`config.mk`:
```
export PLATFORM = sky130hd
export DESIGN_NAME = seq_div
export DESIGN_NICKNAME = d
export VERILOG_FILES = /design/src/rtl/seq_div.sv
export SDC_FILE = /design/constraint.sdc
export NUM_CORES = 1
export LEC_CHECK = 0
export CAP_MARGIN = 20
export CORE_MARGIN = 1
export CORE_UTILIZATION = 40
export CTS_BUF_LIST = sky130_fd_sc_hd__clkbuf_8
export CTS_CLUSTER_SIZE = 8
export DETAILED_ROUTE_END_ITERATION = 12
export PLACE_DENSITY = 0.72
export SETUP_SLACK_MARGIN = 0.5
export SYNTH_ARGS = -nofsm -noshare
export SYNTH_HDL_FRONTEND = slang
export SYNTH_SLANG_ARGS = --single-unit
export TNS_END_PERCENT = 20
```
`constraint.sdc`:
```
create_clock -name clk -period 4.1 [get_ports clk]
set_input_delay 1.23 -clock clk [delete_from_list [all_inputs] [get_ports clk]]
set_output_delay 1.23 -clock clk [all_outputs]
set_load 0.02 [all_outputs]
```
`src/rtl/seq_div.sv`:
```
// Sequential restoring divider: one quotient bit per clock, W clocks per result.
// A zero divisor short-circuits straight to DONE with a flagged, saturated quotient.
//
// state | meaning
// IDLE  | waiting for start
// CALC  | one restoring step per cycle, W steps total
// DONE  | results loaded, done pulses; start accepted back-to-back
module seq_div #(
  parameter int W = 16
) (
  input  logic         clk,
  input  logic         rst_n,
  input  logic         start,
  input  logic [W-1:0] x,
  input  logic [W-1:0] y,
  output logic [W-1:0] quot,
  output logic [W-1:0] rem,
  output logic         busy,
  output logic         done,
  output logic         div_zero
);

  localparam int CW = (W > 1) ? $clog2(W) : 1;

  typedef enum logic [1:0] {IDLE, CALC, DONE} state_t;

  state_t        state_q, state_d;
  logic [W-1:0]  dvd_q, dvd_d;
  logic [W-1:0]  dvs_q, dvs_d;
  logic [W-1:0]  prem_q, prem_d;
  logic [W-1:0]  quot_q, quot_d;
  logic [W-1:0]  rem_q, rem_d;
  logic [CW-1:0] cnt_q, cnt_d;
  logic          dz_q, dz_d;

  logic [W:0]    shifted;
  logic [W:0]    trial;
  logic          qbit;

  always_comb begin
    shifted = {prem_q, dvd_q[W-1]};
    trial   = shifted - {1'b0, dvs_q};
    // A carry out of the shift guarantees the subtraction fits; otherwise the borrow decides.
    qbit    = shifted[W] | ~trial[W];

    state_d = state_q;
    dvd_d   = dvd_q;
    dvs_d   = dvs_q;
    prem_d  = prem_q;
    quot_d  = quot_q;
    rem_d   = rem_q;
    cnt_d   = cnt_q;
    dz_d    = dz_q;

    case (state_q)
      IDLE, DONE: begin
        state_d = IDLE;
        if (start) begin
          if (y == '0) begin
            state_d = DONE;
            quot_d  = '1;
            rem_d   = x;
            dz_d    = 1'b1;
          end else begin
            state_d = CALC;
            dvd_d   = x;
            dvs_d   = y;
            prem_d  = '0;
            cnt_d   = '0;
          end
        end
      end
      CALC: begin
        dvd_d  = {dvd_q[W-2:0], qbit};
        prem_d = qbit ? trial[W-1:0] : shifted[W-1:0];
        cnt_d  = cnt_q + CW'(1);
        if (cnt_q == CW'(W - 1)) begin
          state_d = DONE;
          quot_d  = dvd_d;
          rem_d   = prem_d;
          dz_d    = 1'b0;
        end
      end
      default: state_d = IDLE;
    endcase
  end

  always_ff @(posedge clk or negedge rst_n) begin
    if (!rst_n) begin
      state_q <= IDLE;
      dvd_q   <= '0;
      dvs_q   <= '0;
      prem_q  <= '0;
      quot_q  <= '0;
      rem_q   <= '0;
      cnt_q   <= '0;
      dz_q    <= 1'b0;
    end else begin
      state_q <= state_d;
      dvd_q   <= dvd_d;
      dvs_q   <= dvs_d;
      prem_q  <= prem_d;
      quot_q  <= quot_d;
      rem_q   <= rem_d;
      cnt_q   <= cnt_d;
      dz_q    <= dz_d;
    end
  end

  assign quot     = quot_q;
  assign rem      = rem_q;
  assign div_zero = dz_q;
  assign busy     = (state_q == CALC);
  assign done     = (state_q == DONE);

endmodule

```
# Word-level counts from Yosys, hierarchy flattened
# Index checks and enable logic that the tools add are counted.
[totals]
reg_bits = 87
in_bits = 35
out_inout_bits = 35
wordCells = 53
[op_classes]
add_sub_neg = 2
eq_ne = 7
mux = 26
bitwise_logic = 3
n_reduce_logical = 7
[op_table]
columns = ["op", "n"]
rows = [
  ["two-way mux 16 bit", 11],
  ["one-hot mux 16 bit (2 select lines)", 4],
  ["subtractor 17 x 16 -> 17 bit", 1],
  ["logical NOT 16 bit", 1],
  ["two-way mux 4 bit", 2],
  ["one-hot mux 4 bit (2 select lines)", 1],
  ["two-way mux 2 bit", 3],
  ["inequality test 2 bit (second input constant)", 3],
  ["AND reduction 3 bit", 2],
  ["adder 4 x 1 -> 4 bit (second input constant)", 1],
  ["== test 4 bit (second input constant)", 1],
  ["one-hot mux 2 bit (2 select lines)", 1],
  ["AND reduction 4 bit", 1],
  ["two-way mux 1 bit", 3],
  ["== test 2 x 1 -> 1 bit (second input constant)", 1],
  ["== test 2 bit (second input constant)", 1],
  ["logical NOT 2 bit", 1],
  ["inequality test 2 x 1 -> 1 bit (second input constant)", 1],
  ["inverter 1 bit", 2],
  ["one-hot mux 1 bit (2 select lines)", 1],
  ["nonzero test 2 bit", 1],
  ["OR reduction 2 bit", 1],
  ["bitwise OR 1 bit", 1],
]

# Longest topological paths before layout
# Gate-level depths: netlist (run 1).
[logic_depth]
word_depth = 6
ltp_mapped = 12
ltp_nobuf = 10

# Worst setup path after synthesis (run 1)
# Ideal clock, no wire load.
[synth_path]
kind = "input to register"
startpoint = "input y[15]"
endpoint = "register dvs_q[10]"
setup_ns = 0.125
t_arrival_ns = 2.524
t_required_ns = 3.975
path_slack_ns = 1.451
path_stages = 6
n_path_buf = 2
path_cell_list = "nor4_1 > nand4_1 > nand2b_1 > buf_2 > buf_2 > mux2_2"
[synth_between]
elab_chain_len = 3
[synth_lines]
columns = ["item", "line_no", "source"]
rows = [
  ["start, declared", "15", "input logic [W-1:0] y,"],
  ["logical NOT 16 bit", "59", "if (y == '0) begin"],
  ["inverter 1 bit (no line)", "-", ""],
  ["AND reduction 3 bit (no line)", "-", ""],
  ["end signal, assigned", "101", "dvs_q <= dvs_d;"],
  ["end, declared", "29", "logic [W-1:0] dvs_q, dvs_d;"],
]
# No other way between the ends.
# A chain may end at the register's enable or synchronous reset.

# Worst setup path in the final report (run 1)
[layout_path]
startpoint = "input y[8]"
endpoint = "register rem_q[13] (netlist: rem[13])"
[layout_between]
elab_chain_len = 3
[layout_lines]
columns = ["item", "line_no", "source"]
rows = [
  ["logical NOT 16 bit", "59", ""],
  ["inequality test 2 bit (no line)", "-", ""],
  ["AND reduction 4 bit (no line)", "-", ""],
  ["end signal, assigned", "104", "rem_q <= rem_d;"],
  ["end, declared", "32", "logic [W-1:0] rem_q, rem_d;"],
]
# No other way between the ends.

==> results of run 1 <==
[path summary, 6_finish.rpt]
kind                            startpoint   endpoint  slack [ps]  depth (start not counted)
worst max-delay path                  y[8]    rem[13]         850                          9
worst min-delay path              dvs_q[9]   dvs_q[9]         510                          1
worst max register to register   dvd_q[15]    rem[15]         860                         10
worst min register to register    dvs_q[9]   dvs_q[9]         510                          1
max in group asynchronous            rst_n     rem[6]        2770                          2
min in group asynchronous            rst_n  prem_q[2]         720                          1
[stage by stage]
stage                     instances  total power, mW
after CTS                       679             5.45
after detailed placement        663             4.76
after global placement          663             4.66
after floorplan                 475             3.88
after global routing            680             5.88
final                           680             5.44
[layout make-up]
type / count / area (um2)
clock buffer: 9 / 124
clock inverter: 7 / 95.1
fill: 1002 / 5390
inverter: 23 / 86.3
multi-input combinational: 339 / 2210
sequential: 87 / 2180
tap: 140 / 175
timing repair buffer: 75 / 766
[sequential cells by signal, summed over array words and instances (netlist names)]
name      count
cnt_q         4
div_zero      1
dvd_q        16
dvs_q        16
prem_q       16
quot         16
rem          16
state_q       2
[cells in the mapped netlist (3+ instances only)]
master and count:
nand3_1 18, o31ai_1 3, nor2_1 49, o21ai_0 43, a21oi_1 38, nor4_1 4
mux2_2 17, mux2i_1 25, dfrtp_1 87, inv_1 23, nor3_1 3, a21o_1 5
buf_2 6, and3_1 3, nand2_1 37, xor2_1 4, a22oi_1 9, ha_1 17
nand2b_1 7, a31oi_1 9, xnor2_1 9, clkbuf_1 16
[logic make-up (layout without fill, tap and decap cells)]
logic type / count (synthesis) / after routing / synth area share, %
AOI/OAI and AO/OA: 135 / 135 / 18.1
adders and majority gates: 18 / 18 / 5.05
xor gates and xnor gates: 13 / 13 / 2.47
and+or+nand+nor: 130 / 130 / 12.4
DFF: 87 / 87 / 47.3
muxes: 43 / 43 / 9.91
buffers and inverters: 49 / 114 / 4.75
[layer usage]
metal | part of all wire, % | vias up | wire [um] | track usage [%]
met5 | 0 | - | 0 | 0
met4 | 2.8 | 0 | 312 | 9.43
met3 | 4.0 | 21 | 453 | 2.73
met2 | 50 | 102 | 5680 | 33.6
met1 | 43 | 1873 | 4830 | 26.0
li1 | - | 1809 | - | -
[placed cells by master, fill, tap and decap left out, drive strengths merged, types with 2 or more instances in the layout]
cell and n:
mux2 18, nor4 4, inv 27, bufinv 2, or2 2, nand2 37
a21o 5, nand3 18, ha 17, a21oi 39, clkbuf 9, mux2i 25
and3 3, a211o 2, or3 2, xor2 4, clkdlybuf4s50 68, o31ai 3
o221ai 2, o21ai 45, dfrtp 87, o211ai 3, a22oi 9, nor3 3
xnor2 9, and2 2, nand2b 7, o311ai 3, a211oi 2, a21boi 2
buf 7, nor2 49, a31oi 9, o21bai 2
[where the power goes]
part | switching [mW] | total (mW) | internal (mW) | leakage, nW
clock | 0.317 | 0.664 | 0.347 | 0.116
sequential | 0.305 | 1.60 | 1.29 | 1.01
combinational | 1.78 | 3.18 | 1.39 | 1.44
==> impl_results.md, run 1 <==
* DP HPWL at 8140 um
* Core area at 11000 um2
* Largest net degree at the start of global routing at 88
* Synth Net Count at 528
* Initial core utilization at 41.8%
* Area after DPL at 5390 um2
* Vias post-DR at 3805
* GR Overflow Total at 0
* Design Area, Final at 5640 um2
* Vias/cell at 5.60
* DRT antenna net count at 0
* CP cell instances: clkdlybuf4s50_1, nor4_1, nand3_1, nor3b_1, nor2_1, inv_1, nor2_1, a211o_1, a21oi_1
* Clock Pin Slew Worst Setup and Hold Paths at 90 ps
* All-layer global routing usage at 20.2%
* Fin. max-slew vios at 0
* CP peak stage delay at 420 ps
* VDD IR-drop max at 0.436 mV
* Leakage at 2.56 nW
* Ant diodes at 0
* Final net count at 588
* WP data required at 4390 ps
* Site Rows at 38
* Worst Skew at 10.8 ps
* CP endpoint kind: register
* Status: complete, no violations
* DP Worst Slack at 444 ps
* Ys Warns at 0
* Number of hold buffers added after CTS at 0
* Clock sink total at 87
* Syn_area_per_cell at 9.70 um2
* Cells after synthesis at 475
* PwrDens at 965 nW/um2
* Final wirelength at 11300 um
* Postcts setup bufs at 0
* Die Area at 12000 um2
* Synth top area cells: dfrtp_1 47%, mux2i_1 5.4%, o21ai_0 4.7%
* Synthesized area at 4610 um2
* Final setup TNS at 0 ps
* Drt initial violations at 249
* Top Family by Delay on Critical Path: simple AND/OR/NAND/NOR gates
* Synth cell types at 54
* Data arrival time of the critical path at 3540 ps
* Initial antenna violation count at 0
* Worst setup margin at 854 ps
* Area leader, netlist: dfrtp_1
* Peak Freq at 308 MHz
* Ys async rst share at 100%
* Crit-path slowest cell: clkdlybuf4s50_1
* CP Launch Type: input pin
* Ys flop type: dfrtp_1
* Final core area utilization at 51.1%
* Worst-Skew Late Latency at 360 ps
* Die H at 109 um
* Setup CP Type: in -> reg
* Total CTS buffers at 9
* Final period utilization at 79.2%
* First-pass GRT wire length at 18500 um
* Worst-Margin Slew at 776 ps
* Avg WL per Cell at 16.6 um
* TritonRoute pass-1 iters at 4
* CTS tree: yes
* Area delta synth->final at 22.4%
* Most used cell, CP: nor2_1
* Die W at 109 um
* Max cap viols at 0
* Setup violations, final at 0
* CP max FO at 11
* Root Driver: clkbuf_8
* RSZ-0062 raised after global routing: false
* Post-route DRC at 0
* GPL Wtd Cong at 0.870
* Synthesis-stage register bit count at 87
* Sequential share of the synthesized area at 47.3%
* Post-synth EDFFs at 0
* Cts repair resizes at 0
* Vias in the first global route at 3792
* Maximum clock insertion buffer count at 2
* Hold Fails Final Rpt at 0
* Normalized max-slew margin at 48.3%
* Clock H-tree levels at 3
* IO Pins at 70
* Final Hold Slack at 510 ps
* Crit path buffers/inverters at 2
* IO Port Bufs at 69
* Period minus WS final at 3250 ps
* Worst min-delay path category: reg -> reg
* Fraction of layout cells with a size suffix above 1 at 8.89%
* Post-synth top area share at 47.3%
No activity file was read; power rests on OpenSTA's default activity.
==> run 2: changes to the inputs <==
--- a/config.mk
+++ b/config.mk
@@ -11,7 +11,7 @@
 export CTS_BUF_LIST = sky130_fd_sc_hd__clkbuf_8
 export CTS_CLUSTER_SIZE = 8
 export DETAILED_ROUTE_END_ITERATION = 12
-export PLACE_DENSITY = 0.72
+export PLACE_DENSITY = 0.74
 export SETUP_SLACK_MARGIN = 0.5
 export SYNTH_ARGS = -nofsm -noshare
 export SYNTH_HDL_FRONTEND = slang
==> constraint.sdc (replaced) <==
create_clock -name clk -period 2.6 [get_ports clk]
set_input_delay 0.78 -clock clk [delete_from_list [all_inputs] [get_ports clk]]
set_output_delay 0.78 -clock clk [all_outputs]
set_load 0.02 [all_outputs]
==> impl_results.md, run 2 (same netlist as run 1, synthesis figures left out) <==
* Final period utilization at 99.3%
* Number of hold buffers added after CTS at 0
* TritonRoute pass-1 iters at 5
* Die Area at 12000 um2
* IO Pins at 70
* Clock sink total at 87
* Worst min-delay path category: in -> async
* Peak Freq at 387 MHz
* IO Port Bufs at 69
* Vias post-DR at 4120
* Site Rows at 38
* RSZ-0062 raised after global routing: true
* Die H at 109 um
* Clock H-tree levels at 3
* Hold Fails Final Rpt at 0
* Drt initial violations at 224
* DP HPWL at 8600 um
* Post-placement cell count at 701
* VDD IR-drop max at 0.794 mV
* Grt met1 use at 29.3%
* Cell depth of the worst setup path at 11
* Top Family by Delay on Critical Path: compound AO/OA/AOI/OAI gates
* DRT antenna net count at 0
* Crit-path slowest cell: dfrtp_1
* R2R cell count at 11
* Fin. max-slew vios at 0
* Largest net degree at the start of global routing at 47
* Final net count at 640
* Die W at 109 um
* Status: complete, no violations
* Core area at 11000 um2
* Total CTS buffers at 9
* Most frequent cells in the layout: 86 x dfrtp_1, 48 x nor2_1, 48 x buf_4, 36 x nand2_1, 34 x dlymetal6s2s_1
* Global-route layer with the greatest usage: met2
* CTS tree: yes
* Data arrival time of the critical path at 2880 ps
* Vias/cell at 5.63
* Vias in the first global route at 4067
* WP data required at 2900 ps
* Worst-Margin Slew at 557 ps
* CP endpoint kind: register
* Root Driver: clkbuf_8
* Area delta synth->final at 40.6%
* Avg WL per Cell at 17.8 um
* Met2 GRT Util at 37.0%
* Worst Skew at 9.66 ps
* DP Worst Slack at -348 ps
* CP cell instances: ha_4, fa_2, nand2b_4, a21oi_4, o2111ai_4, nand2_2, a41o_4, buf_6, buf_12, mux2_4, o21ai_2
* All-layer global routing usage at 22.2%
* Worst-Skew Late Latency at 370 ps
* Crit path buffers/inverters at 2
* Fraction of layout cells with a size suffix above 1 at 25.5%
* Setup violations, final at 0
* Non-filler instance count after layout at 732
* GR Overflow Total at 0
* Final wirelength at 13000 um
* Most common cell after layout, fill and taps aside: dfrtp_1
* PwrDens at 1580 nW/um2
* Initial core utilization at 41.8%
* Maximum clock insertion buffer count at 2
* Period minus WS final at 2580 ps
* GR Layer Usage met3 at 2.79%
* Max cap viols at 0
* Normalized max-slew margin at 62.9%
* GPL Wtd Cong at 0.838
* Initial antenna violation count at 0
* Leakage at 3.16 nW
* Worst setup margin at 19.2 ps
* Ant diodes at 0
* CP peak stage delay at 430 ps
* Setup CP Type: reg -> reg
* Clock Pin Slew Worst Setup and Hold Paths at 90 ps
* First-pass GRT wire length at 20200 um
* CP Launch Type: register
* Post-route DRC at 0
* CP max FO at 7
-- run 2: metal layers --
layer | up-vias | wire length, um
met5 | - | 0
met4 | 0 | 308
met3 | 26 | 635
met2 | 131 | 6610
met1 | 2049 | 5470
li1 | 1914 | -
-- run 2: worst paths after layout --
path / start / end / slack, ps
min reg2reg: dvd_q[10] / dvd_q[11] / 520
max in group asynchronous: rst_n / prem_q[12] / 1590
max: dvs_q[0] / rem[1] / 20
max reg2reg: dvs_q[0] / rem[1] / 20
min in group clk: dvd_q[10] / dvd_q[11] / 520
min: rst_n / rem[5] / 350
-- run 2: what timing repair did --
| action | in CTS | in global routing |
|---|---|---|
| pin swaps | 12 | 25 |
| setup endpoints to repair | 122 | 117 |
| resized for setup | 59 | 104 |
| gates cloned | 3 | 0 |
| setup buffers | 8 | 4 |
-- run 2: final cells by class --
| cell class | count | area, um2 |
|---|---|---|
| Inverter | 23 | 86.3 |
| Multi-Input combinational cell | 339 | 2590 |
| Fill cell | 904 | 4550 |
| Tap cell | 140 | 175 |
| Clock buffer | 9 | 124 |
| Sequential cell | 87 | 2180 |
| Timing Repair Buffer | 127 | 1250 |
| Clock inverter | 7 | 77.6 |
-- run 2: stage by stage --
| step | utilization, % | TNS (ps) | power (mW) | hold slack, ps | cell area, um2 |
|---|---|---|---|---|---|
| finish | 58.7 | 0 | 10.2 | 353 | 6480 |
| CTS | 56.3 | 0 | 9.54 | 356 | 6210 |
| detailed placement | 52.1 | -15680 | 7.75 | 495 | 5740 |
| global route | 58.7 | -425 | 10.9 | 390 | 6480 |
| global placement | 52.1 | -14470 | 7.57 | 487 | 5740 |
| floorplan | - | 0 | 6.20 | 470 | 4640 |
-- run 2: power by group --
part	internal, mW	switching [mW]	leakage, nW	total, mW
combinational	3.15	3.50	2.05	6.65
sequential	2.04	0.529	1.01	2.57
clock	0.454	0.536	0.101	0.991
==> run 3: changes to the inputs <==
==> constraint.sdc (replaced) <==
create_clock -name clk -period 2.6 [get_ports clk]
set_input_delay 0.78 -clock clk [delete_from_list [all_inputs] [get_ports clk]]
set_output_delay 0.78 -clock clk [all_outputs]
set_load 0.1 [all_outputs]
==> impl_results.md, run 3 (same netlist as run 1, synthesis figures left out) <==
* Status: complete, no violations
* GR Overflow Total at 0
* Ant diodes at 0
* Site Rows at 38
* DP HPWL at 8670 um
* Worst R2R Setup Slack at 50 ps
* Avg WL per Cell at 17.4 um
* Vias/cell at 5.52
* R2R cell count at 11
* WP data required at 2830 ps
* CP endpoint kind: register
* First-pass GRT wire length at 19900 um
* Area delta synth->final at 38.0%
* Die Area at 12000 um2
* FF-to-FF Start: dvd_q[15]
* Clock Pin Slew Worst Setup and Hold Paths at 90 ps
* RSZ-0062 raised after global routing: true
* Clock sink total at 87
* Largest net degree at the start of global routing at 47
* Setup CP Type: reg -> reg
* Final setup TNS at 0 ps
* Setup violations, final at 0
* Vias post-DR at 4028
* Clock H-tree levels at 3
* Period minus WS final at 2550 ps
* Worst Skew at 11.0 ps
* Worst min-delay path category: in -> async
* IO Port Bufs at 69
* Hold Fails Final Rpt at 0
* Cell depth of the worst setup path at 11
* Core area at 11000 um2
* Post-placement cell count at 700
* Worst-Margin Slew at 645 ps
* Fin. max-slew vios at 0
* CP peak stage delay at 380 ps
* Die H at 109 um
* Peak Freq at 392 MHz
* Most common cell after layout, fill and taps aside: dfrtp_1
* CP max FO at 7
* Die W at 109 um
* Normalized max-slew margin at 57.0%
* DP Worst Slack at -316 ps
* Drt initial violations at 249
* Maximum clock insertion buffer count at 2
* Top Family by Delay on Critical Path: compound AO/OA/AOI/OAI gates
* CP Launch Type: register
* Vias in the first global route at 4052
* Fraction of layout cells with a size suffix above 1 at 31.2%
* Reg2reg end: rem[6]
* Total CTS buffers at 9
* Final net count at 638
* TritonRoute pass-1 iters at 5
* Crit-path slowest cell: dfrtp_1
* All-layer global routing usage at 21.9%
* Initial core utilization at 41.8%
* Root Driver: clkbuf_8
* Max cap viols at 0
* Setup crit end: rem[6]
* Area after DPL at 5640 um2
* Non-filler instance count after layout at 730
* Initial antenna violation count at 0
* Final period utilization at 98.0%
* Crit path buffers/inverters at 2
* Design Area, Final at 6360 um2
* CTS tree: yes
* IO Pins at 70
* GPL Wtd Cong at 0.845
* Worst setup margin at 50.7 ps
* CP cell instances: inv_2, ha_4, fa_2, nand2b_4, a21oi_4, o2111ai_2, nand2_2, a41o_4, buf_12, mux2i_1, o21ai_0
* Worst setup path startpoint: dvd_q[15]
* Fillers at 952
* Data arrival time of the critical path at 2780 ps
* Final wirelength at 12700 um
* Worst-Skew Late Latency at 370 ps
* Most frequent cells in the layout: 86 x dfrtp_1, 81 x buf_4, 46 x nor2_1, 36 x nand2_1, 33 x a21oi_1
* Post-route DRC at 0
* DRT antenna net count at 0
[run 3: changes by cell type in the layout (fill, tap and decap cells not counted), sizes merged]
| cell | before | now |
|---|---|---|
| dlygate4sd2 | 2 | 0 |
| buf | 61 | 93 |
| clkdlybuf4s15 | 1 | 0 |
| clkbuf | 21 | 15 |
| dlymetal6s2s | 34 | 9 |
[run 3: layout make-up]
type,instances,area (um2),share of cell area [%]
inverter,23,86.3,1.36
timing repair buffer,125,1150,18.1
multi-input combinational,339,2560,40.3
clock inverter,7,77.6,1.22
sequential,87,2180,34.3
tap,140,175,2.76
clock buffer,9,124,1.95
[run 3: how the worst min path moves through the flow]
stage                          start    endpoint  slack (ps)
after CTS                      rst_n   dvs_q[15]         420
after detailed placement    dvd_q[6]    dvd_q[7]         490
after global placement      dvd_q[9]   dvd_q[10]         480
final                          rst_n   dvs_q[15]         390
after global routing           rst_n   dvs_q[15]         430
after floorplan           prem_q[15]  prem_q[15]         470
[run 3: layer usage]
metal / share of wire (%) / GRT usage, %
met5: 0 / 0
met4: 2.2 / 7.62
met3: 5.3 / 3.32
met2: 49 / 36.5
met1: 43 / 29.0
[run 3: what timing repair did]
action                                  CTS  global route
setup buffers                            10             1
endpoints found under the setup margin   88            88
cloned                                    2             1
gates resized for setup                  35            86
hold buffers                              0             0
pin swaps                                10            14
[run 3: metrics by stage]
step                      utilization (%)  hold slack (ps)
final                                57.6              393
after global routing                 57.6              434
after CTS                            55.5              417
after detailed placement             51.1              493
after global placement               51.1              485
after floorplan                         -              470
Power of run 3 is left out: the tool's default activity adds up to more than one toggle a clock period on the data nets, which glitch-free logic cannot reach.
